### src/rtl/seq_pkg.sv
// Shared opcodes, FSM state encoding and dispatch-unit selector for the
// instruction issue sequencer.
package seq_pkg;

    localparam int unsigned INST_WIDTH = 16;
    localparam int unsigned ADDR_WIDTH = 5;
    localparam int unsigned OP_WIDTH   = 4;

    localparam logic [OP_WIDTH-1:0] OP_HALT = 4'b0000;
    localparam logic [OP_WIDTH-1:0] OP_LD   = 4'b0001;
    localparam logic [OP_WIDTH-1:0] OP_ST   = 4'b0010;
    localparam logic [OP_WIDTH-1:0] OP_PUSH = 4'b0100;
    localparam logic [OP_WIDTH-1:0] OP_PULL = 4'b0101;

    typedef enum logic [2:0] {
        ST_IDLE,
        ST_FETCH,
        ST_ISSUE,
        ST_WAIT,
        ST_END
    } state_e;

    typedef enum logic {
        UNIT_LS,
        UNIT_SA
    } unit_e;

    typedef struct packed {
        logic  legal;
        logic  halt;
        unit_e unit;
    } dec_t;

endpackage

### src/rtl/seq_decode.sv
// Combinational opcode classifier: dispatchable, halt, and target unit.
module seq_decode
    import seq_pkg::*;
(
    input  logic [OP_WIDTH-1:0] opcode_i,
    output dec_t                dec_o
);

    always_comb begin
        dec_o      = '0;
        dec_o.unit = UNIT_LS;
        case (opcode_i)
            OP_LD, OP_ST: begin
                dec_o.legal = 1'b1;
                dec_o.unit  = UNIT_LS;
            end
            OP_PUSH, OP_PULL: begin
                dec_o.legal = 1'b1;
                dec_o.unit  = UNIT_SA;
            end
            OP_HALT: dec_o.halt = 1'b1;
            default: ;
        endcase
    end

endmodule

### src/rtl/instr_issue_sequencer.sv
// In-order fetch/issue controller: one instruction in flight to LD/ST or PUSH/PULL.
// Optional SEQ_PERF_CNT_EN adds a saturating retired-instruction counter.
module instr_issue_sequencer
    import seq_pkg::*;
#(
    parameter logic [ADDR_WIDTH-1:0] LAST_PC = 5'd30
) (
    input  logic                  clk,
    input  logic                  rst_n,
    input  logic                  start,
    input  logic [ADDR_WIDTH-1:0] start_pc,
    input  logic                  abort,
    output logic [ADDR_WIDTH-1:0] imem_addr,
    input  logic [INST_WIDTH-1:0] imem_data,
    output logic                  ls_valid,
    input  logic                  ls_ready,
    output logic                  sa_valid,
    input  logic                  sa_ready,
    output logic [INST_WIDTH-1:0] issue_instr,
    input  logic                  ls_done,
    input  logic                  sa_done,
    output logic                  busy,
    output logic                  done,
`ifdef SEQ_PERF_CNT_EN
    output logic [15:0]           retired_cnt,
`endif
    output logic                  err_illegal
);

    state_e                  state_q, state_d;
    logic [ADDR_WIDTH-1:0]   pc_q, pc_d;
    logic [INST_WIDTH-1:0]   ir_q, ir_d;
    unit_e                   unit_q, unit_d;
    logic                    err_q, err_d;
    dec_t                    dec;
    logic                    unit_done;
    logic                    accept;
`ifdef SEQ_PERF_CNT_EN
    logic [15:0]             cnt_q, cnt_d;
`endif

    seq_decode u_decode (
        .opcode_i (imem_data[INST_WIDTH-1 -: OP_WIDTH]),
        .dec_o    (dec)
    );

    always_comb begin
        ls_valid  = 1'b0;
        sa_valid  = 1'b0;
        if (state_q == ST_ISSUE) begin
            ls_valid = (unit_q == UNIT_LS);
            sa_valid = (unit_q == UNIT_SA);
        end
    end

    assign accept      = (ls_valid & ls_ready) | (sa_valid & sa_ready);
    // The other unit's completion pulse must not advance the program.
    assign unit_done   = (unit_q == UNIT_LS) ? ls_done : sa_done;
    assign imem_addr   = pc_q;
    assign issue_instr = ir_q;
    assign busy        = (state_q != ST_IDLE);
    assign done        = (state_q == ST_END);
    assign err_illegal = err_q;
`ifdef SEQ_PERF_CNT_EN
    assign retired_cnt = cnt_q;
`endif

    always_comb begin
        state_d = state_q;
        pc_d    = pc_q;
        ir_d    = ir_q;
        unit_d  = unit_q;
        err_d   = err_q;
`ifdef SEQ_PERF_CNT_EN
        cnt_d   = cnt_q;
`endif
        if (abort) begin
            state_d = ST_IDLE;
        end else begin
            unique case (state_q)
                ST_IDLE: begin
                    if (start) begin
                        pc_d    = start_pc & ~ADDR_WIDTH'(1);
                        err_d   = 1'b0;
`ifdef SEQ_PERF_CNT_EN
                        cnt_d   = '0;
`endif
                        state_d = ST_FETCH;
                    end
                end
                ST_FETCH: begin
                    ir_d   = imem_data;
                    unit_d = dec.unit;
                    if (dec.legal) begin
                        state_d = ST_ISSUE;
                    end else if (dec.halt) begin
                        state_d = ST_END;
                    end else begin
                        err_d   = 1'b1;
                        state_d = ST_IDLE;
                    end
                end
                ST_ISSUE: begin
                    if (accept) state_d = ST_WAIT;
                end
                ST_WAIT: begin
                    if (unit_done) begin
`ifdef SEQ_PERF_CNT_EN
                        if (cnt_q != 16'hFFFF) cnt_d = cnt_q + 16'd1;
`endif
                        if (pc_q == LAST_PC) begin
                            state_d = ST_END;
                        end else begin
                            pc_d    = pc_q + ADDR_WIDTH'(2);
                            state_d = ST_FETCH;
                        end
                    end
                end
                ST_END:  state_d = ST_IDLE;
                default: state_d = ST_IDLE;
            endcase
        end
    end

    always_ff @(posedge clk or negedge rst_n) begin
        if (!rst_n) begin
            state_q <= ST_IDLE;
            pc_q    <= '0;
            ir_q    <= '0;
            unit_q  <= UNIT_LS;
            err_q   <= 1'b0;
        end else begin
            state_q <= state_d;
            pc_q    <= pc_d;
            ir_q    <= ir_d;
            unit_q  <= unit_d;
            err_q   <= err_d;
        end
    end

`ifdef SEQ_PERF_CNT_EN
    always_ff @(posedge clk or negedge rst_n) begin
        if (!rst_n) cnt_q <= '0;
        else        cnt_q <= cnt_d;
    end
`endif

endmodule

### config.mk
export PLATFORM = sky130hd
export DESIGN_NAME = instr_issue_sequencer
export DESIGN_NICKNAME = d
export VERILOG_FILES = /design/src/rtl/seq_pkg.sv /design/src/rtl/seq_decode.sv /design/src/rtl/instr_issue_sequencer.sv
export SDC_FILE = /design/constraint.sdc
export NUM_CORES = 1
export LEC_CHECK = 0
export BUFFER_PORTS_ARGS = -buffer_cell sky130_fd_sc_hd__buf_2
export CAP_MARGIN = 20
export CORE_AREA = 2 2 56 58
export DETAILED_ROUTE_END_ITERATION = 12
export DIE_AREA = 0 0 58 60
export GPL_ROUTABILITY_DRIVEN = 0
export HOLD_SLACK_MARGIN = 0.12
export PLACE_DENSITY = 0.76
export SETUP_SLACK_MARGIN = 0.15
export SKIP_CTS_REPAIR_TIMING = 1
export SLEW_MARGIN = 25
export SYNTH_ARGS = -nofsm -noshare
export SYNTH_HDL_FRONTEND = slang
export SYNTH_SLANG_ARGS = --single-unit
### constraint.sdc
create_clock -name clk -period 1.9 [get_ports clk]
set_input_delay 0.285 -clock clk [delete_from_list [all_inputs] [get_ports clk]]
set_output_delay 0.285 -clock clk [all_outputs]
set_load 0.1 [all_outputs]
* After elaboration in Yosys (flattened, before gate mapping) *
Cells that the tools add are included.

cells by class
  add/subtract/negate cells = 1
  eq/ne operators = 17
  multiplexer cells = 22
  bitwise operators = 5
  reduce and logical (&&, ||, !) cells = 11

operator list
  operator                                                               count
  3-bit two-way mux                                                      7
  5-bit two-way mux                                                      3
  3-bit case mux with 4 select lines                                     1
  2-bit inequality test, second input constant                           5
  5-bit case mux with 2 select lines                                     1
  5-bit AND reduction                                                    2
  1-bit two-way mux                                                      9
  3-bit inequality test, second input constant                           3
  4-bit by 3-bit equality test with 1-bit output, second input constant  2
  3-bit by 2-bit equality test with 1-bit output, second input constant  2
  5-bit by 2-bit adder with 5-bit output, second input constant          1
  5-bit equality test, second input constant                             1
  4-bit by 1-bit equality test with 1-bit output, second input constant  1
  4-bit by 2-bit equality test with 1-bit output, second input constant  1
  4-bit zero test                                                        1
  2-bit nonzero test                                                     2
  4-bit OR reduction                                                     1
  3-bit by 1-bit equality test with 1-bit output, second input constant  1
  3-bit equality test, second input constant                             1
  3-bit zero test                                                        1
  3-bit AND reduction                                                    1
  3-bit nonzero test                                                     1
  1-bit AND                                                              2
  1-bit NOT                                                              2
  other kinds (4)                                                        4

storage, ports and cells
  flip-flop bits (word level) = 26
  output and inout bits = 26
  word-level logic and storage cells = 61

* Depth between registers and ports, before layout *
  depth in word-level cells = 7
  depth in mapped cells = 5

* Cells and area by module *
Synthesis repeated with hierarchy kept, for this count alone.

second synthesis, totals
  cells, all modules = 103
  area, all modules = 1298.7 um2

modules (own cells, without submodules)
  module                 times used  cells each  area an instance (um2)
  instr_issue_sequencer  1           98          1256.2
  seq_decode             1           5           42.5

* Least setup slack after synthesis *
Ideal clock, no wire load.

  path type = flip-flop to output port
  start point = register state_q[1]
  end point = output done
  arrival time = 2.804 ns
  required time = 1.615 ns
  setup slack = -1.189 ns
  cell stages (with the launch flop) = 3
  path buffers = 1
  cells stage by stage = dfrtp_1 > buf_2 > nor3b_1

on the way
  cells in the longest elaborated chain, start to end = 1

ends and longest elaborated chain
  element                 RTL line                      RTL
  from (decl)             instr_issue_sequencer.sv:30   state_e state_q, state_d;
  from (signal assigned)  instr_issue_sequencer.sv:133  state_q <= state_d;
  3-bit equality test     instr_issue_sequencer.sv:62   assign done = (state_q == ST_END);
  to (decl)               instr_issue_sequencer.sv:23   output logic done,

No other way between the ends.

* Worst setup path after layout *
  start point = register state_q[0]
  end point = register pc_q[2], in the netlist imem_addr[2]

on the way
  cells in the longest elaborated chain, start to end = 3

ends and longest elaborated chain
  element                                                                            RTL line                      RTL
  3-bit by 2-bit equality test with 1-bit output or 3-bit zero test (tied branches)  instr_issue_sequencer.sv:80   unique case (state_q)
  2-bit inequality test (no line) or 2-bit nonzero test (tied branches)              -
  5-bit AND reduction (no line)                                                      -
  to (signal assigned)                                                               instr_issue_sequencer.sv:134  pc_q <= pc_d;
  to (decl)                                                                          instr_issue_sequencer.sv:31   logic [ADDR_WIDTH-1:0] pc_q, pc_d;

Parallel ways exist; a longest one is shown, timed or not.
A chain may end at the register's enable or synchronous reset.

==> flow_summary.json <==
{
  "maxCapViolCount": 0,
  "drcViolationCount": 0,
  "finalSetupViolCount": 0,
  "grt_pass1_wl_um": 4660,
  "grt_overflow": 0,
  "cp_slowest_stage_delay_ns": 0.46,
  "hpwl_um": 2190,
  "cts.path.max_buffers": 2,
  "vias_per_cell": 5.21,
  "tightest_slew_ns": 0.523,
  "yosysTopAreaCell": "dfrtp_1",
  "cts_tree": "yes",
  "rsz0062_at_grt": "true",
  "ioPinCount": 55,
  "synthDistinctLibCells": 35,
  "finalNonFillerCells": 210,
  "antennaDiodeCount": 0,
  "final.setup.tns_ns": 0,
  "antenna_left": 0,
  "clkTransAtPathRegs_ns": 0.13,
  "drive_gt1_share_pct": 53.1,
  "grt_util_met2_pct": 28.4,
  "hold_viol": 0,
  "required_ns": 2.10,
  "cts-root-buf": "clkbuf_4",
  "vias": 1094,
  "syn_inst": 110,
  "cp-end-kind": "register",
  "syn-num-nets": 140,
  "cts_made_buffers": 3,
  "crit_fanout": 5,
  "yosysWarnings": 0,
  "worstPathArrival_ns": 2.02,
  "postPlaceCellArea_um2": 1650,
  "fin_area_um2": 1810,
  "n_fill_cell": 237,
  "critPathLaunchType": "register",
  "ys_ff_latch": 25,
  "finalNetCount": 208,
  "htreeDepth": 1,
  "gr-usage-met3_pct": 4.11,
  "vdd_drop_max_mv": 1.01,
  "path_cells": "buf_6, xor2_2, a2111o_1, a21oi_2, mux2_4",
  "grt_max_degree": 26,
  "synth_area_um2": 1250,
  "use_met1_pct": 22.4,
  "place.port_buffers": 52,
  "synth_area_leaders": "dfrtp_1 50%, mux2_1 9.9%, mux2_2 5.4%",
  "drt_wl_total_um": 2880,
  "track_usage_pct": 17.3,
  "drt_iter0_markers": 37,
  "layout_common_cells": "48 x buf_2, 19 x dfrtp_1, 13 x buf_4",
  "wl_per_cell_um": 13.7,
  "die-width_um": 58,
  "floorplan.rows": 20,
  "start_util_pct": 42.9,
  "slew_headroom_pct": 65.1,
  "status": "completed",
  "final_common_cell": "buf_2",
  "coreArea_um2": 2900,
  "dr.pass1.iters": 4,
  "placed_cells": 197,
  "grt_pass1_vias": 1085,
  "holdWs_ns": 0.181,
  "cpMaxStageDelayCell": "dfrtp_2",
  "antenna_found_initial": 0,
  "worst_hold_path_type": "input port to register",
  "design_power_total_uw": 2360,
  "gr-max-usage-layer": "met2",
  "finClkSkew_ns": 0.00830,
  "power.density_nw_per_um2": 1310,
  "avgSynthCellArea_um2": 11.3,
  "dieArea_um2": 3480,
  "fin_crit_ns": 1.82,
  "ys_seq_area_share_pct": 50.2,
  "insertion_delay_ns": 0.31,
  "fmax_ghz": 0.550,
  "syn_to_final_growth_pct": 44.9,
  "p_leak_uw": 0.000839,
  "critical_path_class": "register to register",
  "slew_viol_final": 0,
  "cts.sinks": 25,
  "synth_top_area_share_pct": 50.2,
  "die_h_um": 60,
  "min_period_over_period_pct": 95.8
}
per-stage QoR:
| stage | setup WS (ns) | util [%] |
|---|---|---|
| 2_1_floorplan | 0.149 | - |
| 3_3_place_gp | 0.157 | 57.0 |
| 3_5_place_dp | 0.0823 | 57.0 |
| 4_1_cts | 0.00171 | 57.9 |
| 5_1_grt | 0.0299 | 62.2 |
| 6_report | 0.0802 | 62.2 |
area by class of cell:
| class | count | area (um2) | share of cell area, % |
|---|---|---|---|
| sequential | 25 | 633 | 35.1 |
| inverter | 2 | 10.0 | 0.554 |
| clock buffer | 4 | 26.3 | 1.46 |
| tap | 33 | 41.3 | 2.29 |
| multi-input combinational | 77 | 633 | 35.1 |
| timing repair buffer | 69 | 462 | 25.6 |
registers in the layout, indices dropped and copies added, names as in the netlist:
signal / flops
err_illegal: 1
imem_addr: 4
issue_instr: 16
state_q: 3
unit_q: 1
cells by family after synthesis:
kind of cell	after synthesis	synth area share [%]
simple gates	35	16.1
other cells	1	0.301
compound gates	20	11.1
xor+xnor	1	0.703
flops	25	50.2
mux	19	17.0
fa+ha+maj	1	1.00
buf+inv	8	3.61
power by group:
part	internal (uW)	switching, uW
registers	663	82.9
logic	263	1130
clock network	81.9	144
total	1010	1350
final timing paths:
kind / from / end / slack, ns / depth (start not counted)
max in group asynchronous: rst_n / imem_addr[1] / 1.05 / 2
hold reg to reg: issue_instr[12] / issue_instr[12] / 0.50 / 1
setup reg to reg: state_q[0] / imem_addr[2] / 0.08 / 5
hold / removal: imem_data[4] / issue_instr[4] / 0.18 / 2
min in group asynchronous: rst_n / issue_instr[6] / 0.46 / 2
setup / recovery: state_q[0] / imem_addr[2] / 0.08 / 5
synthesized netlist by cell type:
library cell and n:
and3b_2 1, ha_1 1, nand2b_1 2, a21oi_1 5, conb_1 1, nand3_1 4, mux2i_1 2, buf_6 1
dfrtp_1 25, o32a_1 1, a211oi_1 3, buf_2 3, mux2_1 11, nor3b_1 3, and4_1 2, o21ai_1 1
or3_1 3, inv_1 2, mux2_2 6, a21boi_0 1, a21oi_2 1, or2_1 1, nor2_1 6, a22o_1 1
o21ai_0 3, clkbuf_1 1, nor3_4 1, a2111o_1 1, nand3b_1 1, a21o_1 1, nand2_1 7, xor2_1 1
buf_4 1, nor3_1 4, a2bb2oi_1 2
worst max-delay path: cells and delay by family, from the launching register on:
family          cells  cell delay (ns)
flops               1             0.46
buf+inv             1             0.13
xor+xnor            1             0.13
mux                 1             0.33
compound gates      2             0.65
metal layers:
layer / vias up / part of all wire [%]
li1: 528 / -
met5: - / 0
met4: 0 / 1.5
met3: 5 / 7.6
met2: 51 / 49
met1: 510 / 42
No activity file was read; power rests on OpenSTA's default activity.
